--- config.mk ---
export PLATFORM = sky130hd
export DESIGN_NAME = lc3_execute
export DESIGN_NICKNAME = d
export VERILOG_FILES = /design/src/rtl/lc3_execute.sv
export SDC_FILE = /design/constraint.sdc
export NUM_CORES = 1
export LEC_CHECK = 0
export ABC_AREA = 0
export CAP_MARGIN = 25
export CORE_ASPECT_RATIO = 1.1
export CORE_MARGIN = 1
export CORE_UTILIZATION = 48
export DETAILED_ROUTE_END_ITERATION = 8
export HOLD_SLACK_MARGIN = 0.06
export PLACE_DENSITY = 0.82
export SYNTH_ARGS = -nofsm -noshare
export SYNTH_HDL_FRONTEND = slang
export SYNTH_SLANG_ARGS = --single-unit
export TNS_END_PERCENT = 5
--- constraint.sdc ---
create_clock -name clock -period 5.7 [get_ports clock]
set_input_delay 1.425 -clock clock [delete_from_list [all_inputs] [get_ports clock]]
set_output_delay 1.425 -clock clock [all_outputs]
set_load 0.005 [all_outputs]
--- src/rtl/lc3_execute.sv ---
// LC3 execute stage: operand forwarding, ALU, address adder and the registered
// results handed on to MemAccess, Writeback and the Controller.
module lc3_execute (
    input  logic        clock,
    input  logic        reset,
    input  logic        enable_execute,
    input  logic [15:0] IR,
    input  logic [15:0] npc,
    input  logic [5:0]  E_Control,
    input  logic [1:0]  W_Control_in,
    input  logic        Mem_Control_in,
    input  logic [15:0] VSR1,
    input  logic [15:0] VSR2,
    input  logic        bypass_alu_1,
    input  logic        bypass_alu_2,
    input  logic        bypass_mem_1,
    input  logic        bypass_mem_2,
    input  logic [15:0] Mem_Bypass_Val,
    output logic [2:0]  sr1,
    output logic [2:0]  sr2,
    output logic [15:0] aluout,
    output logic [15:0] pcout,
    output logic [15:0] M_Data,
    output logic [2:0]  dr,
    output logic [2:0]  NZP,
    output logic [15:0] IR_Exec,
    output logic [1:0]  W_Control_out,
    output logic        Mem_Control_out
);

    localparam logic [3:0] OPC_BR  = 4'b0000;
    localparam logic [3:0] OPC_ADD = 4'b0001;
    localparam logic [3:0] OPC_LD  = 4'b0010;
    localparam logic [3:0] OPC_ST  = 4'b0011;
    localparam logic [3:0] OPC_AND = 4'b0101;
    localparam logic [3:0] OPC_LDR = 4'b0110;
    localparam logic [3:0] OPC_STR = 4'b0111;
    localparam logic [3:0] OPC_NOT = 4'b1001;
    localparam logic [3:0] OPC_LDI = 4'b1010;
    localparam logic [3:0] OPC_STI = 4'b1011;
    localparam logic [3:0] OPC_JMP = 4'b1100;
    localparam logic [3:0] OPC_LEA = 4'b1110;

    logic [15:0] aluout_q, aluout_d;
    logic [15:0] pcout_q, pcout_d;
    logic [15:0] mdata_q, mdata_d;
    logic [2:0]  dr_q, dr_d;
    logic [2:0]  nzp_q, nzp_d;
    logic [15:0] ir_q;
    logic [1:0]  wctl_q;
    logic        memctl_q;

    logic [3:0]  opcode;
    logic [1:0]  alu_control;
    logic [1:0]  pcselect1;
    logic        pcselect2;
    logic        op2select;
    logic [15:0] op_a, reg_b, op_b, alu_res, base, offset;

    assign opcode      = IR[15:12];
    assign alu_control = E_Control[5:4];
    assign pcselect1   = E_Control[3:2];
    assign pcselect2   = E_Control[1];
    assign op2select   = E_Control[0];

    // Stores read their data register from the DR field so it can be forwarded like sr2.
    assign sr1 = IR[8:6];
    assign sr2 = (opcode == OPC_ST || opcode == OPC_STR || opcode == OPC_STI) ? IR[11:9] : IR[2:0];

    always_comb begin
        op_a = VSR1;
        if (bypass_alu_1)      op_a = aluout_q;
        else if (bypass_mem_1) op_a = Mem_Bypass_Val;

        reg_b = VSR2;
        if (bypass_alu_2)      reg_b = aluout_q;
        else if (bypass_mem_2) reg_b = Mem_Bypass_Val;

        op_b = op2select ? reg_b : {{11{IR[4]}}, IR[4:0]};

        case (alu_control)
            2'b00:   alu_res = op_a + op_b;
            2'b01:   alu_res = op_a & op_b;
            2'b10:   alu_res = ~op_a;
            default: alu_res = 16'h0000;
        endcase

        base = pcselect2 ? npc : op_a;
        case (pcselect1)
            2'b00:   offset = {{5{IR[10]}}, IR[10:0]};
            2'b01:   offset = {{7{IR[8]}}, IR[8:0]};
            2'b10:   offset = {{10{IR[5]}}, IR[5:0]};
            default: offset = 16'h0000;
        endcase
        pcout_d = base + offset;

        aluout_d = (opcode == OPC_LEA) ? pcout_d : alu_res;
        mdata_d  = reg_b;

        case (opcode)
            OPC_ADD, OPC_AND, OPC_NOT, OPC_LD, OPC_LDR, OPC_LDI, OPC_LEA: dr_d = IR[11:9];
            default: dr_d = 3'b000;
        endcase

        case (opcode)
            OPC_BR:  nzp_d = IR[11:9];
            OPC_JMP: nzp_d = 3'b111;
            default: nzp_d = 3'b000;
        endcase
    end

    always_ff @(posedge clock) begin
        if (reset) begin
            aluout_q <= 16'h0000;
            pcout_q  <= 16'h0000;
            mdata_q  <= 16'h0000;
            dr_q     <= 3'b000;
            nzp_q    <= 3'b000;
            ir_q     <= 16'h0000;
            wctl_q   <= 2'b00;
            memctl_q <= 1'b0;
        end else if (enable_execute) begin
            aluout_q <= aluout_d;
            pcout_q  <= pcout_d;
            mdata_q  <= mdata_d;
            dr_q     <= dr_d;
            nzp_q    <= nzp_d;
            ir_q     <= IR;
            wctl_q   <= W_Control_in;
            memctl_q <= Mem_Control_in;
        end
    end

    assign aluout          = aluout_q;
    assign pcout           = pcout_q;
    assign M_Data          = mdata_q;
    assign dr              = dr_q;
    assign NZP             = nzp_q;
    assign IR_Exec         = ir_q;
    assign W_Control_out   = wctl_q;
    assign Mem_Control_out = memctl_q;

endmodule

; Yosys cells after proc, flatten, opt, wreduce, memory -nomap -nowiden
; Cells that the tools add are included.
[classes]
add_sub_neg = 2
multipliers = 0
div_mod_pow = 0
n_lt_le_gt_ge = 0
n_eq_ne = 15
shift = 0
mux = 12
bitwise_logic = 2
reduce_logical = 6
[op_table]
columns = op, n
row1 = $mux W16, 7
row2 = $pmux W16 S3, 2
row3 = $add A16 B16 Y16, 2
row4 = $eq A4 B4 Y1 const B, 5
row5 = $and A16 B16 Y16, 1
row6 = $not A16 Y16, 1
row7 = $eq A4 B3 Y1 const B, 3
row8 = $eq A4 B2 Y1 const B, 2
row9 = $reduce_or A7 Y1, 1
row10 = $mux W3, 2
row11 = $pmux W3 S2, 1
row12 = $eq A2 B1 Y1 const B, 2
row13 = $eq A2 B2 Y1 const B, 2
row14 = $eq A4 B1 Y1 const B, 1
row15 = $logic_not A2 Y1, 2
row16 = $logic_not A4 Y1, 1
row17 = $logic_or A1 B1 Y1, 2
[word_totals]
reg_bits = 73
latchBits = 0
mem_bits_rw = 0
mem_bits_ro = 0
inputBits = 96
output_inout_bits = 79
n_memories = 0

; Depth between registers and ports, before layout
; Gate-level depths: netlist of run 1.
[depth]
depth_word = 6
depth_mapped = 17

; Least setup slack after synthesis of run 1
; No wires, ideal clock.
[synth_path]
path_type = input to register
start = input port bypass_mem_2
end = register aluout_q[10], in the netlist aluout[10]
setup_time_ps = 128
arrival_ps = 4470
required_time_ps = 5572
setup_slack_ps = 1102
cell_stages = 16
n_path_buf = 2
cell_sequence = buf_2 buf_1 mux2i_1 o21ai_0 nand2_1 nand2_1 ha_1 a21oi_1 nor2_1 o21a_1 a2111oi_2 o21ai_1 xor2_1 a221o_1 a221oi_1 nor2_1
[synth_via]
elab_chain_cells = 6
[synth_lines]
columns = element, line
row1 = "start, declared", 17  ; input logic bypass_mem_2,
row2 = $mux W16 *, 77  ; else if (bypass_mem_2) reg_b = Mem_Bypass_Val;
row3 = $mux W16 *, 76  ; if (bypass_alu_2) reg_b = aluout_q;
row4 = $mux W16 *, 79  ; op_b = op2select ? reg_b : {{11{IR[4]}}, IR[4:0]};
row5 = $add A16 B16 Y16 or $and A16 B16 Y16 (tied branches), "82, 83"
row6 = $pmux W16 S3 *, 81  ; case (alu_control)
row7 = $mux W16 *, 97  ; aluout_d = (opcode == OPC_LEA) ? pcout_d : alu_res;
row8 = "end signal, assigned", 123  ; aluout_q <= aluout_d;
row9 = "end, declared", 44  ; logic [15:0] aluout_q, aluout_d;
; Mark *: on every way between the ends. The rest lies on a longest branch, timed or not.
; A chain may end at the register's enable or synchronous reset.

; Worst setup path in the final report of run 1
[layout_path]
start = input port bypass_mem_1
end = register aluout_q[14], in the netlist aluout[14]
[layout_via]
elab_chain_cells = 5
[layout_lines]
columns = element, line
row1 = "start, declared", 16  ; input logic bypass_mem_1,
row2 = $mux W16 *, 73  ; else if (bypass_mem_1) op_a = Mem_Bypass_Val;
row3 = $mux W16 *, 72  ; if (bypass_alu_1) op_a = aluout_q;
row4 = $add A16 B16 Y16 (tied with other cells), 82  ; 2'b00: alu_res = op_a + op_b;
row5 = $pmux W16 S3 or $add A16 B16 Y16 (tied branches), "81, 95"
row6 = $mux W16 *, 97
; Marks and branches as above.

==> reports/results.ini, run 1 <==
[cts]
cts_tree = yes
numCtsBuffers = 9
clk_latency_ns = 0.35
htree_num_levels = 3
cts-root-buf = clkbuf_16
cts_setup_buffers = 0
cts_hold_buf = 0
clock_sinks = 73
clkTransAtPathRegs_ns = 0.07
cts_resized = 0
clock_path_buffers = 2

[power]
ir_worst_vdd_mv = 0.193
power.density_nw_per_um2 = 240
power_w = 0.00186
p_leak_nw = 3.30

[layout]
drive_above_1_share_pct = 6.37
num_antenna_cells = 0
finish.instance_area_sq_um = 7760
fin_nets = 1002
areaGrowthSynthToFinish_pct = 38.2

[global_routing]
antenna_found_initial = 0
grt_pass1_vias = 6111
grt_usage_pct = 32.7
gr-total-overflow = 0
use_met2_pct = 61.6
grtUsageMet3_pct = 5.23
grt_max_degree = 55
busiest_layer = met2
grt_pass1_wl_microns = 30800
grt.met1_usage_pct = 34.4

[route]
dr.pass1.iters = 5
wl_microns = 19800
wl_per_cell_microns = 19.2
drc = 0
antenna_left = 0
vias_per_cell = 5.86
vias = 6027
drt_iter0_drc = 307

[yosys]
yosysTopAreaCell = dfxtp_1
synth_seq_cells = 73
yosysWarnings = 0
synth-async-reset-ratio_pct = 0
synthCells = 724
synth.area.top_cells = dfxtp_1 (26%), mux2i_1 (16%), ha_1 (6.9%), nor2_1 (6.5%), nand2_1 (5.6%)
yosysUniqueCellTypes = 60
synth_nets = 852
avgSynthCellArea_sq_um = 7.76
netlist.area_leader.share_pct = 26.0
syn_area_sq_um = 5620
synth_edf_count = 0
synth_ff_type = dfxtp_1
yosysSeqAreaShare_pct = 26.0

[die]
dieArea_sq_um = 12100
io_pins = 175
core-area_sq_um = 11400
start_util_pct = 49.1
rows = 41
die_height_microns = 115
chipWidth_microns = 105

[sta]
maxSlewHeadroom_pct = 41.6
rsz0062_at_grt = false
period_minus_slack_ns = 5.12
finalSetupViolations = 0
fin_skew_ns = 0.00628
fmaxAchievable_ghz = 0.195
tns_ns = 0
worst_pin_slew_ns = 0.873
min_period_over_period_pct = 89.8
drv_slew = 0
finalHoldViolCount = 0

[critical_path]
cp.required_ns = 5.97
r2r_start = aluout[0]$_SDFFE_PP0P_
crit_buf_inv = 2
r2r_end = aluout[14]$_SDFFE_PP0P_
critPathCaptureType = register
crit_chain = clkdlybuf4s50_1 -> mux2i_1 -> o21ai_0 -> mux2_2 -> ha_1 -> inv_1 -> fa_1 -> nor2b_1 -> o31ai_1 -> a21oi_1 -> o31ai_1 -> a21oi_1 -> a31oi_1 -> xnor2_1 -> o22ai_1 -> nor3_1
cp.arrival_ns = 5.39
r2r.worst_path.cells = 15
ff2ff_setup_slack_ns = 2.33
critPathMaxStageDelay_ns = 0.85
cp_max_fo = 10
critical-path-slowest-cell = clkdlybuf4s50_1
cp_top_family = compound AO/OA/AOI/OAI gates
criticalPathCategory = in2reg
start_kind = input pin

[placement]
place_hpwl_microns = 15400
dpl_cell_area_sq_um = 7430
io_buffers = 174
place_congestion = 0.953

[worst_hold_path]
min_path_cells = 2
hp-start = dr[2]$_SDFFE_PP0P_
hold_end = dr[2]$_SDFFE_PP0P_
hold_class = reg2reg

[status]
outcome = complete, no violations

[job]
maxCapViolCount = 0

## metrics by stage
step / hold WS [ns] / utilization [%] / setup WS [ns] / std cells
global route: 0.496 / 67.8 / 0.236 / 1029
detailed placement: 0.458 / 65.0 / 0.270 / 1013
CTS: 0.473 / 67.8 / 0.594 / 1029
global placement: 0.453 / 65.0 / 0.498 / 1013
finish: 0.469 / 67.8 / 0.579 / 1029
floorplan: 0.458 / - / 1.10 / 724
## worst max path at each step
stage	end	start	cells after the start	slack [ns]
global placement	aluout[14]$_SDFFE_PP0P_	bypass_mem_1	16	0.50
floorplan	aluout[10]$_SDFFE_PP0P_	bypass_mem_2	16	1.10
finish	aluout[14]$_SDFFE_PP0P_	bypass_mem_1	16	0.58
CTS	aluout[14]$_SDFFE_PP0P_	bypass_mem_1	16	0.59
detailed placement	aluout[14]$_SDFFE_PP0P_	bypass_mem_1	16	0.27
global route	aluout[14]$_SDFFE_PP0P_	bypass_mem_1	16	0.24
## Yosys cell counts, types with 5 or more instances
cell type,instances
dfxtp_1,73
inv_1,17
buf_1,9
a21o_1,6
nor2_1,98
xnor2_1,13
nor3_1,11
a221oi_1,6
nand3_1,13
clkbuf_1,33
nand2b_1,14
ha_1,31
mux2_2,15
nor2b_1,7
mux2i_1,90
a211oi_1,8
a21oi_1,36
o21ai_0,57
and2_1,5
a31oi_1,8
nand2_1,84
o21a_1,9
o22ai_1,12
a22oi_1,6
## kinds of logic after synthesis
group           synth area share (%)
xor+xnor                        2.65
mux                             19.3
compound gates                  20.2
buf+inv                         4.63
flops                           26.0
fa+ha+maj                       7.46
simple gates                    19.7
## where the power goes
group          switching [W]  internal (W)  leakage [nW]  total, W
registers          0.0000309      0.000550         0.600  0.000580
logic               0.000323      0.000318          2.54  0.000641
clock network       0.000253      0.000389         0.162  0.000642
total               0.000606       0.00126          3.30   0.00186
## area by class of cell
| cell class | instances | area (sq um) |
|---|---|---|
| Sequential cell | 73 | 1460 |
| Multi-Input combinational cell | 587 | 3890 |
| Timing Repair Buffer | 186 | 1820 |
| Tap cell | 150 | 188 |
| Inverter | 17 | 63.8 |
| Fill cell | 982 | 3680 |
| Clock buffer | 9 | 225 |
| Clock inverter | 7 | 103 |
## placed cells by master (no fill, tap or decap), types with 3 or more instances in the layout
| master | n |
|---|---|
| xor2_1 | 4 |
| or2_2 | 3 |
| and3_1 | 4 |
| a21oi_1 | 36 |
| nand2b_1 | 14 |
| a22oi_1 | 6 |
| nor3b_1 | 3 |
| nor2_1 | 98 |
| and2_1 | 5 |
| a211oi_1 | 8 |
| nand3_1 | 13 |
| o21ai_0 | 57 |
| ha_1 | 31 |
| xnor2_1 | 13 |
| a221oi_1 | 6 |
| o22ai_1 | 12 |
| mux2_2 | 15 |
| dfxtp_1 | 73 |
| clkdlybuf4s50_1 | 172 |
| clkbuf_16 | 9 |
| a31oi_1 | 8 |
| o21a_1 | 9 |
| o31ai_1 | 3 |
| nor3_1 | 11 |
| nand3b_1 | 4 |
| o211ai_1 | 3 |
| a221o_1 | 3 |
| nor2b_1 | 7 |
| buf_4 | 13 |
| mux2i_1 | 90 |
| a21o_1 | 6 |
| inv_1 | 17 |
| nand2_1 | 84 |
## sequential cells by signal (all words and copies together), names as in the netlist
signal           count
IR_Exec             16
M_Data              16
aluout              16
pcout               16
NZP                  3
dr                   3
W_Control_out        2
Mem_Control_out      1
## layer usage
metal / wire length [microns] / up-vias
met3: 835 / 61
li1: - / 2896
met1: 7800 / 2864
met5: 0 / -
met4: 960 / 0
met2: 10200 / 206
## worst register-to-register path: stages (launching register included)
cell,delay [ns]
dfxtp_1,0.36
nand2_1,0.07
o21ai_0,0.17
mux2_2,0.33
ha_1,0.23
inv_1,0.08
fa_1,0.24
nor2b_1,0.09
o31ai_1,0.34
a21oi_1,0.17
o31ai_1,0.34
a21oi_1,0.17
a31oi_1,0.23
xnor2_1,0.17
o22ai_1,0.12
nor3_1,0.20
Power figures use the tool's default switching activity.
==> inputs of run 2 (changes only) <==
Settings changed: SLEW_MARGIN from default to 15.
==> results of run 2 <==
Same layout as run 1: the final DEF is identical, and so are final timing and power.
